$ cat src/rtl/quad_encoder_gen.sv
// Quadrature encoder emulator: A/B/Z outputs and position modulo CPR, with a programmable step rate.
// Latency: a step fires on the edge where div_cnt >= period; the new A/B/Z/position/step_pulse appear after that edge.
// Backpressure: none. en low freezes the prescaler and state. An invalid request (neither or both directions) clears the prescaler.
// Optional: define ENC_POS_LOAD_EN to add the pos_load/pos_value synchronous position preset.
module quad_encoder_gen #(
  parameter int CPR   = 400,  // multiple of 4, >= 4
  parameter int DIV_W = 16,
  parameter int POS_W = 16    // 2**POS_W >= CPR
) (
  input  logic             clk,
  input  logic             rst_n,
  input  logic             en,
  input  logic             horario,
  input  logic             antihorario,
  input  logic [DIV_W-1:0] period,
`ifdef ENC_POS_LOAD_EN
  input  logic             pos_load,
  input  logic [POS_W-1:0] pos_value,
`endif
  output logic             A,
  output logic             B,
  output logic             Z,
  output logic [POS_W-1:0] position,
  output logic             dir,
  output logic             step_pulse
);

  localparam logic [POS_W-1:0] POS_MAX = POS_W'(CPR - 1);

  // The quadrature phase is a pure function of position mod 4.
  // This holds across the wrap because CPR is a multiple of 4.
  function automatic logic [1:0] phase_of(input logic [1:0] p);
    logic [1:0] ab;
    case (p)
      2'd0:    ab = 2'b00;
      2'd1:    ab = 2'b10;
      2'd2:    ab = 2'b11;
      default: ab = 2'b01;
    endcase
    return ab;
  endfunction

  logic [DIV_W-1:0] div_cnt_q, div_cnt_d;
  logic [POS_W-1:0] pos_q, pos_d;
  logic [1:0]       ab_q, ab_d;
  logic             z_q, z_d;
  logic             dir_q, dir_d;
  logic             step_pulse_q, step_pulse_d;
  logic             req_vld;
  logic             step_fire;

  // Next-state logic: prescaler, step decision, position, and phase update
  always_comb begin
    div_cnt_d    = div_cnt_q;
    pos_d        = pos_q;
    ab_d         = ab_q;
    z_d          = z_q;
    dir_d        = dir_q;
    step_pulse_d = 1'b0;

    req_vld   = en & (horario ^ antihorario);
    // Use >= rather than == so that lowering period below the current count
    // fires on the next edge instead of waiting for div_cnt to wrap.
    step_fire = req_vld && (div_cnt_q >= period);

    if (!en) begin
      div_cnt_d = div_cnt_q;
    end else if (!req_vld) begin
      div_cnt_d = '0;
    end else if (step_fire) begin
      div_cnt_d = '0;
    end else begin
      div_cnt_d = div_cnt_q + DIV_W'(1);
    end

    if (step_fire) begin
      dir_d = horario;
      if (horario) begin
        pos_d = (pos_q == POS_MAX) ? '0 : pos_q + POS_W'(1);
      end else begin
        pos_d = (pos_q == '0) ? POS_MAX : pos_q - POS_W'(1);
      end
      ab_d         = phase_of(pos_d[1:0]);
      z_d          = (pos_d == '0);
      step_pulse_d = 1'b1;
    end

`ifdef ENC_POS_LOAD_EN
    // An in-range load overrides any step on the same edge; an out-of-range load is dropped
    if (pos_load && ({1'b0, pos_value} < {1'b0, POS_MAX} + (POS_W+1)'(1))) begin
      pos_d        = pos_value;
      ab_d         = phase_of(pos_value[1:0]);
      z_d          = (pos_value == '0);
      div_cnt_d    = '0;
      step_pulse_d = 1'b0;
    end
`endif
  end

  // State registers with asynchronous active-low reset
  always_ff @(posedge clk or negedge rst_n) begin
    if (!rst_n) begin
      div_cnt_q    <= '0;
      pos_q        <= '0;
      ab_q         <= 2'b00;
      z_q          <= 1'b0;
      dir_q        <= 1'b0;
      step_pulse_q <= 1'b0;
    end else begin
      div_cnt_q    <= div_cnt_d;
      pos_q        <= pos_d;
      ab_q         <= ab_d;
      z_q          <= z_d;
      dir_q        <= dir_d;
      step_pulse_q <= step_pulse_d;
    end
  end

  assign A          = ab_q[1];
  assign B          = ab_q[0];
  assign Z          = z_q;
  assign position   = pos_q;
  assign dir        = dir_q;
  assign step_pulse = step_pulse_q;

endmodule

$ cat config.mk
export PLATFORM = sky130hd
export DESIGN_NAME = quad_encoder_gen
export DESIGN_NICKNAME = d
export VERILOG_FILES = /design/src/rtl/quad_encoder_gen.sv
export SDC_FILE = /design/constraint.sdc
export NUM_CORES = 1
export LEC_CHECK = 0
export ABC_AREA = 1
export CAP_MARGIN = 10
export CELL_PAD_IN_SITES_DETAIL_PLACEMENT = 0
export CELL_PAD_IN_SITES_GLOBAL_PLACEMENT = 1
export CORE_MARGIN = 1
export CORE_UTILIZATION = 40
export DETAILED_ROUTE_END_ITERATION = 8
export HOLD_SLACK_MARGIN = 0.03
export PLACE_DENSITY_LB_ADDON = 0.1
export SYNTH_ARGS = -nofsm -noshare
export SYNTH_HDL_FRONTEND = slang
export SYNTH_SLANG_ARGS = --single-unit
$ cat constraint.sdc
create_clock -name clk -period 2.4 [get_ports clk]
set_input_delay 0.72 -clock clk [delete_from_list [all_inputs] [get_ports clk]]
set_output_delay 0.72 -clock clk [all_outputs]
set_load 0.1 [all_outputs]
==> impl_metrics.csv <==
group,metric,value,unit
status,outcome,"finished, final reports clean",
route,vias_per_cell,5.06,
clock_network,cts_root_buffer,"clkbuf_8",
timing,maxSlewHeadroom,0.711,
worst_setup_path,worstSetupPathType,"input pin to flip-flop",
synthesis,synth_flop_cell,"dfrtp_1",
timing,whs,0.326,ns
worst_setup_path,crit_path_start_kind,"input pin",
run,cap_violations,0,
timing,min_period_over_period,0.975,
floorplan,rows,32,
global_routing,antenna_found_initial,0,
cells_and_area,seq_area,932,µm²
synthesis,synth_top_area_share,0.290,
floorplan,die_x,91.4,µm
synthesis,synth_area,3200,µm²
worst_setup_path,crit_fanout,6,
synthesis,synth-seq-cells,37,
placement,portBuffers,41,
route,wirelength,9280,µm
placement,globalplace.congestion,0.840,
timing,fin_skew,0.0124,ns
worst_setup_path,cp_cell_sequence,"clkdlybuf4s50_1 -> inv_1 -> ha_1 -> nand2_2 -> o21ai_2 -> a21o_1 -> nand2_1 -> nand3_1 -> nand2_2 -> clkinv_4 -> clkbuf_16 -> nand2_1 -> o21ai_0",
min_path,hold_path.class,"input pin to asynchronous set/reset pin",
cells_and_area,layout-drive-gt1-share,0.246,
timing,hold_viol_final,0,
clock_network,cts_sinks,37,
route,drt-wirelength-per-cell,14.3,µm
floorplan,pin_count,42,
placement,place_hpwl,6930,µm
synthesis,yosysSeqAreaShare,0.290,
route,drtIter0Drc,161,
global_routing,track_usage,0.234,
worst_setup_path,cp-end-kind,"flip-flop",
timing,fin_tns_setup,0,ns
synthesis,yosysMostFrequentCell,"nand2_1",
power,power_density,710,nW/µm²
floorplan,die_h,91.4,µm
timing,finalSetupViolCount,0,
synthesis,yosys-top-cells-area,"dfrtp_1 (29%), nand2_1 (14%), ha_1 (8.6%)",
cells_and_area,syn_to_final_growth,37.0,%
timing,fin_ws,0.0592,ns
timing,fmax,427,MHz
cells_and_area,fillers,745,
worst_setup_path,critPathRequiredTime,2.58,ns
clock_network,postCtsHoldBufs,0,
placement,dp_slack,-0.400,ns
cells_and_area,multi_input_comb_area,2160,µm²
synthesis,synth_cells,475,
global_routing,grt_pass1_vias,3198,
timing,finalMaxSlewViolations,0,
global_routing,grt_max_degree,16,
worst_setup_path,slowest_delay,0.46,ns
power,ir_drop,0.658,mV
global_routing,grt_pass1_wl,15300,µm
synthesis,synth_area_leader_cell,"dfrtp_1",
route,num_vias,3272,
timing,worst_pin_slew,0.433,ns
route,drc,0,
floorplan,start_util,0.414,
worst_setup_path,r2r_setup_slack,0.27,ns
synthesis,async_flop_share,1.00,
synthesis,synth.avg_cell_area,6.73,µm²
clock_network,insertion_delay,0.29,ns
route,ant_nets,0,
global_routing,overflow,0,
clock_network,htree_levels,2,
route,first_pass_iters,4,
clock_network,cts_buffers,5,
synthesis,synth_nets,518,
cells_and_area,layout.nets,587,
worst_setup_path,critPathArrivalTime,2.52,ns
clock_network,clock_path_buffers,2,
clock_network,cts_tree,"done",
synthesis,synth_edf_count,0,
floorplan,fp.dieArea,8350,µm²
synthesis,synth_common_cells,"nand2_1 (123), inv_1 (64), nor2_1 (44)",
synthesis,ys_types,30,
worst_setup_path,cpMaxStageDelayCell,"clkdlybuf4s50_1",
timing,finalCriticalPeriod,2.34,ns
power,leakage,2.06,nW
synthesis,yosys_warnings,0,
clock_network,cts.clk_slew.worst_paths,0.08,ns
cells_and_area,finish.utilization,0.566,
cells_and_area,antenna_cells,0,
floorplan,core-area,7730,µm²
-- critical path: cells and delay by family --
kind | cells | cell delay (ns)
simple gates | 5 | 0.43
compound gates | 3 | 0.30
fa+ha+maj | 1 | 0.28
buf+inv | 4 | 0.81
-- metrics by stage --
stage                     cells  total power, W  area (µm²)
after floorplan             475         0.00206        3200
after global placement      634         0.00259        3930
after detailed placement    634         0.00260        3930
after CTS                   645         0.00308        4140
after global routing        647         0.00332        4380
final                       647         0.00311        4380
-- logic make-up after synthesis --
| family | count (synthesis) | share of synthesized area |
|---|---|---|
| fa+ha+maj | 22 | 0.0861 |
| flops | 37 | 0.290 |
| compound gates | 63 | 0.103 |
| xor+xnor | 21 | 0.0576 |
| buf+inv | 80 | 0.102 |
| simple gates | 252 | 0.361 |
-- flip-flops by register name, indices dropped and copies added, names as in the netlist --
register    count
dir             1
ab_q            2
Z               1
position       16
step_pulse      1
div_cnt_q      16
-- repair_timing --
item / in CTS / in global routing
pin swaps: 4 / 21
setup buffers: 1 / 1
setup endpoints to repair: 31 / 36
gates cloned: 2 / 1
resized for setup: 16 / 54
-- report_power, final --
group          internal, W  total, W  switching [W]
Combinational     0.000534   0.00173        0.00119
Sequential        0.000715  0.000904       0.000189
Clock             0.000233  0.000474       0.000241
Total              0.00148   0.00311        0.00163
-- worst paths after layout --
check | cells after the start | endpoint | startpoint
max reg2reg | 14 | Z$_DFFE_PN0P_ | position[0]$_DFFE_PN0P_
max | 13 | position[12]$_DFFE_PN0P_ | period[2]
min reg2reg | 2 | ab_q[1]$_DFFE_PN0P_ | ab_q[1]$_DFFE_PN0P_
min | 1 | div_cnt_q[15]$_DFFE_PN0P_ | rst_n
max in group asynchronous | 2 | position[7]$_DFFE_PN0P_ | rst_n
min in group clk | 2 | ab_q[1]$_DFFE_PN0P_ | ab_q[1]$_DFFE_PN0P_
-- final cells by class --
cell class	count	area share
Tap cell	102	0.0292
Sequential cell	37	0.213
Timing Repair Buffer	74	0.182
Clock inverter	2	0.00314
Inverter	68	0.0595
Multi-Input combinational cell	358	0.494
Clock buffer	6	0.0189
-- layout by cell type, fill, tap and decap left out, types with 2 or more instances in the layout --
cell	Yosys	routed
inv_2	4	12
nand2_1	123	117
nand2_2	5	11
nor2_4	3	3
o22ai_1	9	9
ha_4	0	11
dfrtp_1	37	32
buf_4	3	41
nor2_1	44	44
o21ai_2	0	2
xor2_1	16	16
nand3_2	1	2
clkdlybuf4s50_1	0	10
nor4_1	2	2
nand3_1	38	36
nor3_4	1	2
dlymetal6s2s_1	0	9
nor2_2	8	8
inv_1	64	55
clkbuf_8	0	6
o21ai_0	39	25
nand3_4	1	2
dfrtp_2	0	5
o21ai_1	5	17
ha_1	22	10
xnor2_1	5	5
buf_16	0	2
nand4_1	15	15
buf_12	0	9
clkinv_4	0	2
nor3_1	7	7
a21oi_2	0	9
-- metal layers --
| layer | wire length [µm] | track usage | up-vias |
|---|---|---|---|
| li1 | - | - | 1675 |
| met1 | 4170 | 0.291 | 1525 |
| met2 | 4670 | 0.414 | 62 |
| met3 | 312 | 0.0352 | 10 |
| met4 | 133 | 0.0701 | 0 |
| met5 | 0 | 0 | - |
(Power assumes the default switching activity.)
